==> src/rtl/wide_add_sequencer_pkg.sv <==
// Shared types and constants for the byte-serial wide adder/subtractor.
package wide_add_sequencer_pkg;

  typedef enum logic [1:0] {
    IDLE = 2'd0,
    RUN  = 2'd1,
    DONE = 2'd2
  } seq_state_t;

  localparam int NBYTES_MIN = 2;
  localparam int NBYTES_MAX = 16;

endpackage

==> src/rtl/wide_add_sequencer_byte_add_slice.sv <==
// Combinational 8-bit add slice: s = a + b + ci, with the carry out of bit 7
// and the carry into bit 7 (needed for signed overflow on the top byte).
module byte_add_slice (
  input  logic [7:0] a,
  input  logic [7:0] b,
  input  logic       ci,
  output logic [7:0] s,
  output logic       co,
  output logic       cmsb
);

  logic [8:0] full;

  assign full = {1'b0, a} + {1'b0, b} + {8'd0, ci};
  assign s    = full[7:0];
  assign co   = full[8];
  // Carry into bit 7 recovered from the sum bit and its two operand bits.
  assign cmsb = s[7] ^ a[7] ^ b[7];

endmodule

==> src/rtl/wide_add_sequencer.sv <==
// Byte-serial add/subtract sequencer: one byte per cycle, LSB first, through a
// single shared byte_add_slice.
//
// Handshakes: a transfer happens on a rising edge where valid && ready are both
// high; valid never depends on ready, and a producer holds its payload stable
// until the transfer edge.
import wide_add_sequencer_pkg::*;

module wide_add_sequencer #(
  parameter int NBYTES = 4
) (
  input  logic                  clk,
  input  logic                  rst,
  input  logic                  in_valid,
  output logic                  in_ready,
  input  logic [8*NBYTES-1:0]   a,
  input  logic [8*NBYTES-1:0]   b,
  input  logic                  cin,
  input  logic                  sub,
  output logic                  out_valid,
  input  logic                  out_ready,
  output logic [8*NBYTES-1:0]   sum,
  output logic                  cout,
  output logic                  ovf,
  output logic                  busy,
  output logic [1:0]            dbg_state
);

  localparam int W  = 8 * NBYTES;
  localparam int CW = $clog2(NBYTES);
  localparam logic [CW-1:0] LAST = CW'(NBYTES - 1);

  generate
    if (NBYTES < NBYTES_MIN || NBYTES > NBYTES_MAX) begin : g_bad_nbytes
      $error("wide_add_sequencer: NBYTES out of range");
    end
  endgenerate

  seq_state_t    state_q;
  logic [CW-1:0] k_q;
  logic          carry_q;
  logic [W-1:0]  a_q;
  logic [W-1:0]  b_q;
  logic [W-1:0]  sum_q;
  logic          cout_q;
  logic          ovf_q;
  logic          out_valid_q;
  logic          in_ready_q;
  logic          busy_q;

  logic [CW+2:0] bit_idx;
  logic [7:0]    sl_a;
  logic [7:0]    sl_b;
  logic [7:0]    sl_s;
  logic          sl_co;
  logic          sl_cmsb;

  assign bit_idx = {k_q, 3'b000};
  assign sl_a    = a_q[bit_idx +: 8];
  assign sl_b    = b_q[bit_idx +: 8];

  byte_add_slice u_slice (
    .a    (sl_a),
    .b    (sl_b),
    .ci   (carry_q),
    .s    (sl_s),
    .co   (sl_co),
    .cmsb (sl_cmsb)
  );

  always_ff @(posedge clk) begin
    if (rst) begin
      state_q     <= IDLE;
      k_q         <= '0;
      carry_q     <= 1'b0;
      a_q         <= '0;
      b_q         <= '0;
      sum_q       <= '0;
      cout_q      <= 1'b0;
      ovf_q       <= 1'b0;
      out_valid_q <= 1'b0;
      in_ready_q  <= 1'b1;
      busy_q      <= 1'b0;
    end else begin
      case (state_q)
        IDLE: begin
          if (in_valid) begin
            // Subtract is A + ~B + 1, so the slice only ever adds.
            a_q        <= a;
            b_q        <= sub ? ~b : b;
            carry_q    <= sub ? 1'b1 : cin;
            k_q        <= '0;
            sum_q      <= '0;
            cout_q     <= 1'b0;
            ovf_q      <= 1'b0;
            in_ready_q <= 1'b0;
            busy_q     <= 1'b1;
            state_q    <= RUN;
          end
        end
        RUN: begin
          sum_q[bit_idx +: 8] <= sl_s;
          carry_q             <= sl_co;
          if (k_q == LAST) begin
            cout_q      <= sl_co;
            ovf_q       <= sl_cmsb ^ sl_co;
            out_valid_q <= 1'b1;
            state_q     <= DONE;
          end else begin
            k_q <= k_q + CW'(1);
          end
        end
        DONE: begin
          if (out_ready) begin
            out_valid_q <= 1'b0;
            in_ready_q  <= 1'b1;
            busy_q      <= 1'b0;
            state_q     <= IDLE;
          end
        end
        default: begin
          state_q <= IDLE;
        end
      endcase
    end
  end

  assign in_ready  = in_ready_q;
  assign out_valid = out_valid_q;
  assign sum       = sum_q;
  assign cout      = cout_q;
  assign ovf       = ovf_q;
  assign busy      = busy_q;
  assign dbg_state = state_q;

endmodule

==> config.mk <==
export PLATFORM = sky130hd
export DESIGN_NAME = wide_add_sequencer
export DESIGN_NICKNAME = d
export VERILOG_FILES = /design/src/rtl/wide_add_sequencer_pkg.sv /design/src/rtl/wide_add_sequencer_byte_add_slice.sv /design/src/rtl/wide_add_sequencer.sv
export SDC_FILE = /design/constraint.sdc
export NUM_CORES = 1
export LEC_CHECK = 0
export BUFFER_PORTS_ARGS = -buffer_cell sky130_fd_sc_hd__buf_2
export CORE_MARGIN = 10
export CORE_UTILIZATION = 40
export DETAILED_ROUTE_END_ITERATION = 16
export HOLD_SLACK_MARGIN = 0.06
export SYNTH_ARGS = -nofsm -noshare
export SYNTH_HDL_FRONTEND = slang
export SYNTH_HIERARCHICAL = 1
export SYNTH_SLANG_ARGS = --single-unit
export TNS_END_PERCENT = 5
==> constraint.sdc <==
create_clock -name clk -period 3.65 [get_ports clk]
set_input_delay 1.095 -clock clk [delete_from_list [all_inputs] [get_ports clk]]
set_output_delay 1.095 -clock clk [all_outputs]
set_load 0.005 [all_outputs]
==> impl_results.md <==
* Outcome: finished clean
* Post-synth ARST share at 0%
* Wire per inst at 16.4 um
* Design area at 5710 um^2
* First-pass DRT Iterations at 4
* Avg Cell Area, Syn at 9.87 um^2
* Core footprint at 11600 um^2
* # rows at 39
* CTS Root Cell: clkbuf_16
* # IOs at 109
* Leakage at 2.36 nW
* Setup TNS at 0 ns
* VDD IR max at 0.197 mV
* Reg clk slew, reported paths at 0.07 ns
* #FFs+latches synth at 106
* # placed instances at 709
* N_diodes at 0
* CTS buffer count at 9
* Crit end category: flip-flop
* Worst-path maximum fanout at 4
* Power Density at 455 nW/um^2
* Setup CP Type: flip-flop to flip-flop
* Crit path required time at 3.93 ns
* Mapped Area at 4800 um^2
* Reg2reg start: k_q[0]
* Synth top area share at 44.2%
* DP Wirelength at 8910 um
* Routed WL at 11900 um
* Final Power at 2.60 mW
* Final core occ at 49.4%
* Final Hold Slack at 0.453 ns
* Crit start category: flip-flop
* Clk_lat worst skew at 0.35 ns
* Most frequent cells in the layout: 108 x buf_2, 106 x dfxtp_1, 70 x nand2_1
* Post-cts resize count at 0
* RSZ-0062 raised after global routing: no
* Final worst slack at 0.333 ns
* Area contributors post-synth: dfxtp_1 44%, mux4_2 7.5%, xnor2_1 6.4%, a22o_1 5.8%, nand2_1 5.5%
* Gr ovfl total at 0
* Post-CTS Hold Fix Bufs at 0
* Setup bufs post-CTS at 0
* Critical path depth at 10
* Synth warnings at 6
* Synth cell types at 45
* FF-to-FF path depth at 10
* Least-Margin Pin Slew at 0.917 ns
* Max Freq at 0.301 GHz
* Net Count, Synth at 572
* Starting density of the core at 41.5%
* Slowest cell on crit path: mux4_2
* Reg2reg end: ovf
* TritonCTS Sinks at 106
* Worst setup startpoint: k_q[0]
* Final #Nets at 662
* GRT Util Overall at 14.5%
* CTS tree: done
* Die width at 130 um
* Place WS at 0.326 ns
* Max Transition Viols Final at 0
* Antenna violations before repair at 0
* Port bufs at 108
* DRC at 0
* Critical path's largest stage delay at 0.55 ns
* Cells after synthesis at 487
* Final setup violation count at 0
* Period minus WS final at 3.32 ns
* Area after DPL at 5430 um^2
* # Max-Cap Violations at 0
* Largest net degree at the start of global routing at 97
* Most common cell after layout, fill and taps aside: buf_2
* Total die area at 16800 um^2
* Vias post-DR at 3780
* Final hold vios at 0
* Hold crit path type: flip-flop to flip-flop
* Critical Path Sink: ovf
* Clock buffer depth at 2
* Vias in the first global route at 3894
* Synth area leader: dfxtp_1
* CP bufs+invs at 0
* Area Overhead vs Synth at 18.9%
* Layout cells sized above 1 at 27.5%
* DR iter-0 viols at 231
* Flop-to-flop setup slack at 0.33 ns
* Post-synth EDFFs at 0
* # H-tree levels at 3
* First-pass GRT wire length at 19700 um
* CP top delay family: compound AO/OA/AOI/OAI gates
* Critical path, cell by cell: mux4_2, fa_1, fa_1, a21o_2, a21oi_1, o21ai_0, a31o_2, xor2_1, nand4_1, a21oi_1
* Final RePlAce weighted congestion at 0.763
* Final std cells w/o fill at 725
* Via-to-Cell Ratio at 5.21
* Final period util at 90.9%
* Data arrival time of the critical path at 3.59 ns
* Antenna-violating nets left at 0
* Die Span Y at 130 um
* Worst slew margin at 38.9%
* Synth Flop Type: dfxtp_1
* Worst Skew at 0.00519 ns
* Post-synthesis sequential area ratio at 44.2%
## synth_stat cells (all sizes together), types with 3 or more instances
| library cell | count |
|---|---|
| a211oi | 35 |
| a21o | 3 |
| a21oi | 43 |
| a22o | 32 |
| buf | 16 |
| clkbuf | 19 |
| dfxtp | 106 |
| ha | 13 |
| inv | 7 |
| mux2 | 4 |
| mux4 | 16 |
| nand2 | 70 |
| nand2b | 4 |
| nor2 | 39 |
| nor3 | 4 |
| nor3b | 3 |
| o21ai | 9 |
| xnor2 | 35 |
| xor2 | 3 |
## routing by layer
| metal | share of wire (%) | GRT usage [%] | vias up |
|---|---|---|---|
| li1 | - | - | 1923 |
| met1 | 47 | 18.7 | 1746 |
| met2 | 46 | 23.3 | 100 |
| met3 | 6.0 | 3.87 | 11 |
| met4 | 0.97 | 4.37 | 0 |
| met5 | 0 | 0 | - |
## tightest hold or removal path: stages, from the launching register on
cell	delay, ns
dfxtp_1	0.31
nand2_1	0.05
a21oi_1	0.05
## logic make-up after synthesis
kind of cell,share of synthesized area [%]
xor gates and xnor gates,7.40
adders and majority gates,4.22
AOI/OAI and AO/OA,19.3
and+or+nand+nor,12.3
muxes,8.85
buffers and inverters,3.75
DFF,44.2
## power breakdown
group	internal (mW)	switching (mW)	total (mW)
registers	1.22	0.0383	1.26
logic	0.192	0.234	0.426
clock network	0.467	0.451	0.918
## state kept, by name, summed over array words and instances (netlist names)
name and flops:
out_valid 1, k_q 2, dbg_state 2, b_q 32, carry_q 1, a_q 32
cout 1, ovf 1, busy 1, in_ready 1, sum 32
## layout make-up
type,instances,area (um^2)
clock inverter,7,51.3
tap,143,179
sequential,106,2120
inverter,7,26.3
timing repair buffer,114,598
fill,1075,5850
clock buffer,9,225
multi-input combinational,339,2510
## worst min-delay path by stage
| stage | slack, ns | to | depth (start not counted) | startpoint |
|---|---|---|---|---|
| 3_5_place_dp | 0.45 | a_q[16] | 2 | a_q[16] |
| 6_report | 0.45 | a_q[17] | 2 | a_q[17] |
| 4_1_cts | 0.46 | a_q[16] | 2 | a_q[16] |
| 2_1_floorplan | 0.43 | a_q[16] | 2 | a_q[16] |
| 5_1_grt | 0.48 | a_q[0] | 2 | a_q[0] |
| 3_3_place_gp | 0.44 | a_q[17] | 2 | a_q[17] |
No activity file was read; power rests on OpenSTA's default activity.
